--- src/rtl/diff_pkg.sv ---
// Shared definitions for the Manchester link (transmitter and receiver).
package diff_pkg;

   // Receiver frame-tracking states.
   typedef enum logic [2:0] {
      IDLE      = 3'd0,
      START     = 3'd1,
      BIT       = 3'd2,
      DONE      = 3'd3,
      WAIT_IDLE = 3'd4
   } rx_state_t;

   // Payload bits per frame.
   localparam int FRAME_BITS = 26;

   // Default clocks per bit period, shared with the transmitter.
   localparam int DATA_PERIOD = 20;

endpackage

--- src/rtl/sync_2ff.sv ---
// Two-flop synchroniser for a single asynchronous line, reset to 0.
module sync_2ff (
   input  logic clk_in,
   input  logic rst_in,
   input  logic d_i,
   output logic q_o
);

   logic s1_q;
   logic s2_q;

   // Two-stage capture to settle metastability before use.
   always_ff @(posedge clk_in or posedge rst_in) begin
      if (rst_in) begin
         s1_q <= 1'b0;
         s2_q <= 1'b0;
      end else begin
         s1_q <= d_i;
         s2_q <= s1_q;
      end
   end

   assign q_o = s2_q;

endmodule

--- src/rtl/diff_rx.sv ---
// Manchester line receiver: start-symbol detect, mid-half sampling, word
// assembly MSB first, one-cycle valid/error strobes.
module diff_rx
   import diff_pkg::*;
#(
   parameter int DATA_PERIOD = diff_pkg::DATA_PERIOD,
   parameter int DATA_WIDTH  = FRAME_BITS
) (
   input  logic                  clk_in,
   input  logic                  rst_in,
   input  logic                  data_in,
   output logic [DATA_WIDTH-1:0] data_out,
   output logic                  valid_out,
   output logic                  error_out,
   output logic                  busy_out
);

   localparam int CW = $clog2(DATA_PERIOD);
   localparam int IW = $clog2(DATA_WIDTH);

   // Counter landmarks within one bit period.
   localparam logic [CW-1:0] C_Q1   = CW'(DATA_PERIOD / 4);
   localparam logic [CW-1:0] C_HALF = CW'(DATA_PERIOD / 2);
   localparam logic [CW-1:0] C_Q3   = CW'(3 * DATA_PERIOD / 4);
   localparam logic [CW-1:0] C_LAST = CW'(DATA_PERIOD - 1);
   localparam logic [IW-1:0] I_TOP  = IW'(DATA_WIDTH - 1);

   logic                  sync;
   logic                  prev_q;
   rx_state_t             state_q,  state_d;
   logic [CW-1:0]         cnt_q,    cnt_d;
   logic [IW-1:0]         idx_q,    idx_d;
   logic                  h1_q,     h1_d;
   logic [DATA_WIDTH-1:0] shift_q,  shift_d;
   logic [DATA_WIDTH-1:0] data_q,   data_d;
   logic                  valid_q,  valid_d;
   logic                  error_q,  error_d;

   sync_2ff u_sync (
      .clk_in (clk_in),
      .rst_in (rst_in),
      .d_i    (data_in),
      .q_o    (sync)
   );

   // State, counters, shift register and output strobes.
   always_ff @(posedge clk_in or posedge rst_in) begin
      if (rst_in) begin
         prev_q  <= 1'b0;
         state_q <= IDLE;
         cnt_q   <= '0;
         idx_q   <= '0;
         h1_q    <= 1'b0;
         shift_q <= '0;
         data_q  <= '0;
         valid_q <= 1'b0;
         error_q <= 1'b0;
      end else begin
         prev_q  <= sync;
         state_q <= state_d;
         cnt_q   <= cnt_d;
         idx_q   <= idx_d;
         h1_q    <= h1_d;
         shift_q <= shift_d;
         data_q  <= data_d;
         valid_q <= valid_d;
         error_q <= error_d;
      end
   end

   // Next-state logic: track the frame and decode each Manchester cell.
   always_comb begin
      state_d = state_q;
      cnt_d   = cnt_q + 1'b1;
      idx_d   = idx_q;
      h1_d    = h1_q;
      shift_d = shift_q;
      data_d  = data_q;
      valid_d = 1'b0;
      error_d = 1'b0;

      case (state_q)
         IDLE: begin
            cnt_d = '0;
            if (sync && !prev_q) state_d = START;
         end

         START: begin
            // A start symbol must still be high at mid-period; otherwise
            // it was a glitch and is dropped without an error.
            if (cnt_q == C_HALF && !sync) begin
               state_d = IDLE;
               cnt_d   = '0;
            end else if (cnt_q == C_LAST) begin
               cnt_d   = '0;
               idx_d   = I_TOP;
               state_d = BIT;
            end
         end

         BIT: begin
            if (cnt_q == C_Q1) h1_d = sync;
            if (cnt_q == C_Q3) begin
               if (h1_q == sync) begin
                  // No mid-cell transition: not a valid Manchester symbol.
                  error_d = 1'b1;
                  state_d = WAIT_IDLE;
                  cnt_d   = '0;
               end else begin
                  shift_d = {shift_q[DATA_WIDTH-2:0], h1_q};
               end
            end else if (cnt_q == C_LAST) begin
               if (idx_q == '0) begin
                  state_d = DONE;
               end else begin
                  idx_d = idx_q - 1'b1;
                  cnt_d = '0;
               end
            end
         end

         DONE: begin
            data_d  = shift_q;
            valid_d = 1'b1;
            cnt_d   = '0;
            state_d = WAIT_IDLE;
         end

         WAIT_IDLE: begin
            // Hold off until the line is low so the trailing high half of
            // a final 0 bit is not mistaken for a new start symbol.
            cnt_d = '0;
            if (!sync) state_d = IDLE;
         end

         default: begin
            cnt_d   = '0;
            state_d = IDLE;
         end
      endcase
   end

   assign data_out  = data_q;
   assign valid_out = valid_q;
   assign error_out = error_q;
   assign busy_out  = (state_q != IDLE);

endmodule
--- config.mk ---
export PLATFORM = sky130hd
export DESIGN_NAME = diff_rx
export DESIGN_NICKNAME = d
export VERILOG_FILES = /design/src/rtl/diff_pkg.sv /design/src/rtl/sync_2ff.sv /design/src/rtl/diff_rx.sv
export SDC_FILE = /design/constraint.sdc
export NUM_CORES = 1
export LEC_CHECK = 0
export CORE_ASPECT_RATIO = 1.2
export CORE_MARGIN = 3
export CORE_UTILIZATION = 50
export CTS_CLUSTER_SIZE = 28
export DETAILED_ROUTE_END_ITERATION = 12
export PLACE_DENSITY = 0.78
export SYNTH_ARGS = -nofsm -noshare
export SYNTH_HDL_FRONTEND = slang
export SYNTH_HIERARCHICAL = 1
export SYNTH_SLANG_ARGS = --single-unit
--- constraint.sdc ---
create_clock -name clk_in -period 2 [get_ports clk_in]
set_clock_uncertainty 0.05 [all_clocks]
set_input_delay 0.3 -clock clk_in [delete_from_list [all_inputs] [get_ports clk_in]]
set_output_delay 0.3 -clock clk_in [all_outputs]
set_load 0.05 [all_outputs]
* Word-level counts from Yosys, hierarchy flattened
Index checks and enable logic that the tools add are counted.
** Word-level totals
- Register bits :: 71
- Output and inout bits :: 29
- Word-level logic and storage cells :: 72
- Input port bits :: 3
** Operators by class
- Bitwise operators :: 1
- Reductions and logical operators :: 12
- Eq/ne operators :: 20
- $add $sub $neg :: 2
- Multiplexer cells :: 26
** Operators with widths (count)
- $mux 5 :: 11
- $mux 3 :: 8
- $pmux 5 s2 :: 2
- $pmux 3 s5 :: 1
- $ne 2x2->1 const B :: 7
- $ne 3x3->1 const B :: 4
- $reduce_and 6->1 :: 2
- $eq 5x4->1 const B :: 2
- $eq 3x2->1 const B :: 2
- $add 5x1->5 const B :: 1
- $eq 5x3->1 const B :: 1
- $eq 5x5->1 const B :: 1
- $logic_not 5->1 :: 1
- $sub 5x1->5 const B :: 1
- $mux 1 :: 4
- $eq 3x1->1 const B :: 1
- $eq 3x3->1 const B :: 1
- $logic_not 3->1 :: 1
- $reduce_and 3->1 :: 1
- $reduce_bool 3->1 :: 1
- $logic_and 1x1->1 :: 2
- $logic_not 1->1 :: 2
- $reduce_and 2->1 :: 1
- $reduce_bool 2->1 :: 1
- 2 further kinds :: 2

* Logic depth before layout (Yosys ltp)
Gate-level depths: netlist (run 1).
- Depth in word-level cells :: 5
- Mapped depth :: 8

* Hierarchy
The synthesis (run 1) kept the hierarchy.
** Modules (own cells, without submodules)
- diff_rx :: times used 1, cells each 259, area each 2915.3 sq um
- sync_2ff :: times used 1, cells each 3, area each 53.8 sq um

* Least setup slack after synthesis (run 1)
No wires, ideal clock.
- Path type :: reg-to-reg
- Start point :: reg cnt_q[0]
- End point :: reg state_q[1]
- Setup slack :: 0.034 ns
- Cell stages (with the launch flop) :: 8
- Data required time :: 1.826 ns
- Path buffers :: 0
- Arrival time :: 1.792 ns
- Setup time :: 0.124 ns
- Cells stage by stage :: dfrtp_1 ha_1 and3_1 ha_1 o221a_2 o211a_1 a21o_1 o31a_1
** On the way
- Cells in the longest elaborated chain, start to end :: 4
- Elaborated cells on any way between the ends :: 12
** RTL lines
- start: declaration :: line diff_rx.sv:31 : logic [CW-1:0] cnt_q, cnt_d;
- start signal: assignment :: line diff_rx.sv:61 : cnt_q <= cnt_d;
- $eq 5x4->1 :: line diff_rx.sv:91 : if (cnt_q == C_HALF && !sync) begin
- $logic_and 1x1->1 :: line diff_rx.sv:91
- $ne 3x3->1 (no source line) / $mux 3 (equally long branches)
- $reduce_and 6->1 (no source line) / $pmux 3 s5 (equally long branches)
- end signal: assignment :: line diff_rx.sv:60 : state_q <= state_d;
- end: declaration :: line diff_rx.sv:30 : rx_state_t state_q, state_d;
Parallel ways exist; a longest one is shown, timed or not.
A chain may end at the register's enable or synchronous reset.

* Worst setup path in the final report (run 1)
- Start point :: reg cnt_q[1]
- End point :: reg state_q[1]
The elaborated chain is that of the path after synthesis.

==> flow_summary.yaml, run 1 <==
power:
  powerDensity_mw_per_mm2: 923
  leakage_nw: 1.86
  p_seq_share_pct: 45.7
  switching_power_mw: 0.994
  combPwrFrac_pct: 19.2
  vdd.ir_drop.worst_mv: 0.725
  pwr-share-clk_pct: 35.1
  p_int_mw: 2.43
  swShare_pct: 29.0
setup_path:
  crit_fanout: 5
  required_ns: 2.18
  critical_path_data_arrival_time_ns: 2.13
  regToRegStartpoint: "cnt_q[1]"
  crit_type: "flip-flop to flip-flop"
  setup.worst_path.end_class: "flip-flop"
  regToRegSetupSlack_ns: 0.05
  critPathLaunchType: "flip-flop"
  worst_r2r_path_depth: 7
  timing.rr.end: "state_q[1]"
timing:
  setup_repair_after_global_routing_missed_its_margin: "yes"
  fin_worst_hold_slack_ns: 0.130
  setup_violations: 0
  tightest_slew_ns: 0.506
  final_critical_path_share_of_the_clock_period_pct: 97.3
  finalMaxSlewViolations: 0
  slew_headroom_pct: 66.1
  hold_violations: 0
  fin_tns_setup_ns: 0
  achievable-frequency_mhz: 514
  final_worst_path_setup_slack_ns: 0.0544
  final.min_clock_period_ns: 1.95
grt:
  vias_in_the_first_global_route: 1953
  groute.usage.overall_pct: 16.1
  grt_start_max_net_pins: 70
  grt_pass1_wl_um: 8890
  grt_overflow: 0
  antenna_found_initial: 0
logic_synthesis:
  yosysSeqAreaShare_pct: 59.8
  async_set_reset_flop_share_out_of_synthesis_pct: 100
  yosysTopAreaCellShare_pct: 59.8
  synthXorXnorAreaFrac_pct: 0.885
  count_of_yosys_warnings_during_synthesis: 6
  synthesis.nets: 271
  synthSimpleGateAreaFrac_pct: 17.5
  synth.mux.area_fraction_pct: 10.6
  netlist_area_mm2: 0.00297
  synthesis.area_per_instance_um2: 11.3
  synthTopCellsByArea: "sky130_fd_sc_hd__dfrtp_1 (60%), sky130_fd_sc_hd__nand2_1 (10%), sky130_fd_sc_hd__mux2_2 (9.5%)"
  number_of_flops_mapped_to_enable_cells_by_yosys: 0
  yosys_most_used_dff: "sky130_fd_sc_hd__dfrtp_1"
  postSynthRegisterBits: 71
  yosysUniqueCellTypes: 48
  compound_gate_portion_of_the_synthesized_area_pct: 5.77
  dominant_combinational_cell_family_by_area_after_synthesis: "simple AND/OR/NAND/NOR gates"
  synth_cells: 262
  synth-adder-area-share_pct: 2.53
  netlist.top_cell.by_area: "sky130_fd_sc_hd__dfrtp_1"
finish:
  finish.instance_area_mm2: 0.00371
  layout.nets: 318
  multi_input_comb_area_mm2: 0.00114
  flow.area_growth_from_synthesis_pct: 24.9
  seq_area_mm2: 0.00178
  insertedDiodeCount: 0
  fillerInstances: 451
  drive_gt1_share_pct: 23.2
floorplanning:
  floorplan.rows: 30
  core_region_area_mm2: 0.00571
  dieArea_mm2: 0.00690
  top_level_port_count: 32
  die_height_um: 90.4
  die_w_um: 76.3
  initial_utilization_pct: 52.0
route:
  totalWireLength_um: 5210
  detail_route.wl_per_cell_um: 13.2
  drtAntennaViolNets: 0
  drc_violations_left: 0
  detailedRoute.firstIterationViolations: 118
  detail_route.first_pass.iterations: 4
  vias_per_cell: 5.04
  detailed_route_via_count: 1987
clock_tree:
  clkTransAtPathRegs_ns: 0.07
  clock_sinks: 71
  numCtsBuffers: 9
  cts_max_path_buffers: 2
  ctsHoldBuffers: 0
  insertion_delay_ns: 0.34
  h_tree_depth: 3
  tritoncts_clock_tree: "done"
  root_buffer: "sky130_fd_sc_hd__clkbuf_8"
placement:
  gp_weighted_congestion: 0.733
  io_buffer_count: 31
  dpl.hpwl_um: 3360
  detailedPlace.worstSlack_ns: -0.0197
  place_area_mm2: 0.00344
min_path:
  worst_hold_path_type: "input pin to async pin"
run_status:
  status: "completed"
job:
  max_cap_viol_count: 0
## cell usage in the layout, fill, tap and decap left out, types with 3 or more instances in the layout
cell and count:
sky130_fd_sc_hd__dfrtp_1 71, sky130_fd_sc_hd__buf_4 11, sky130_fd_sc_hd__ha_1 3, sky130_fd_sc_hd__inv_1 5, sky130_fd_sc_hd__mux2_2 25, sky130_fd_sc_hd__clkbuf_8 12, sky130_fd_sc_hd__a21oi_1 4, sky130_fd_sc_hd__nor2_1 13
sky130_fd_sc_hd__nand2_1 82, sky130_fd_sc_hd__clkdlybuf4s50_1 30
## power groups by stage
| stage | combinational, mW | sequential (mW) | clock [mW] |
|---|---|---|---|
| finish | 0.659 | 1.56 | 1.20 |
| global route | 0.722 | 1.58 | 1.29 |
| CTS | 0.631 | 1.57 | 1.23 |
| detailed placement | 0.627 | 1.59 | 0 |
| global placement | 0.616 | 1.59 | 0 |
| floorplan | 0.441 | 1.59 | 0 |
## layout make-up
cell class                      instances  area share, %
Clock inverter                          4           1.38
Inverter                                9           1.01
Timing Repair Buffer                   45           11.8
Sequential cell                        71           47.9
Multi-Input combinational cell        173           30.7
Clock buffer                           12           4.45
Tap cell                               80           2.70
## critical path, stage by stage, from the launching register on
cell	delay, ns
sky130_fd_sc_hd__dfrtp_1	0.39
sky130_fd_sc_hd__ha_2	0.21
sky130_fd_sc_hd__and3_1	0.17
sky130_fd_sc_hd__ha_2	0.20
sky130_fd_sc_hd__o221a_2	0.30
sky130_fd_sc_hd__o211a_1	0.24
sky130_fd_sc_hd__a21o_1	0.18
sky130_fd_sc_hd__o31a_1	0.09
## sequential cells by signal (all words and copies together), names as in the netlist
register / count
prev_q: 1
cnt_q: 5
idx_q: 5
data_out: 26
u_sync/s1_q: 1
valid_out: 1
error_out: 1
h1_q: 1
shift_q: 26
state_q: 3
u_sync/q_o: 1
## cell families after synthesis
family          count (synthesis)
compound gates                 20
xor+xnor                        3
flops                          71
mux                            28
buf+inv                        18
simple gates                  116
fa+ha+maj                       6
## metrics by stage
| stage | util (%) | power (mW) | std cells |
|---|---|---|---|
| final | 65.0 | 3.43 | 394 |
| after global routing | 65.0 | 3.59 | 394 |
| after CTS | 64.1 | 3.43 | 391 |
| after detailed placement | 60.2 | 2.22 | 375 |
| after global placement | 60.2 | 2.20 | 375 |
| after floorplan | - | 2.03 | 262 |
## how the worst max path moves through the flow
stage | startpoint | endpoint | slack, ns
6_report | cnt_q[1] | state_q[1] | 0.05
2_1_floorplan | cnt_q[0] | state_q[1] | 0.03
5_1_grt | idx_q[1] | idx_q[4] | -0.03
3_3_place_gp | cnt_q[0] | state_q[1] | 0.04
3_5_place_dp | cnt_q[0] | state_q[1] | -0.02
4_1_cts | cnt_q[0] | state_q[1] | 0.01
## what timing repair did
| action | CTS | global route |
|---|---|---|
| gates resized for setup | 1 | 10 |
| setup endpoints to repair | 1 | 12 |
| buffers inserted | 0 | 2 |
| cloned | 0 | 1 |
| pin swaps | 0 | 2 |
## metal layers
layer  vias to the layer above  GRT usage, %  part of all wire (%)
met5                         -             0                     0
met4                         0          6.19                   1.6
met3                        11          5.09                   3.4
met2                        35          27.1                    51
met1                       974          19.1                    44
li1                        967             -                     -
## Yosys cell counts (all sizes together) (2+ instances only)
master / count
ha: 6
a21oi: 4
nor3: 2
nand2b: 2
nor3b: 2
nand2: 82
o21ai: 3
buf: 5
nor4b: 2
dfrtp: 71
mux2: 27
inv: 8
nand3: 3
clkbuf: 4
nor2: 13
o31ai: 3
xor2: 2
Power figures use the tool's default switching activity.
==> run 2: changes to the inputs <==
--- a/config.mk
+++ b/config.mk
@@ -5,9 +5,11 @@
 export SDC_FILE = /design/constraint.sdc
 export NUM_CORES = 1
 export LEC_CHECK = 0
+export CAP_MARGIN = 5
 export CORE_ASPECT_RATIO = 1.2
 export CORE_MARGIN = 3
 export CORE_UTILIZATION = 50
+export CTS_CLUSTER_DIAMETER = 30
 export CTS_CLUSTER_SIZE = 28
 export DETAILED_ROUTE_END_ITERATION = 12
 export PLACE_DENSITY = 0.78
==> results of run 2 <==
No change in the layout: final DEF, timing and power equal those of run 1.
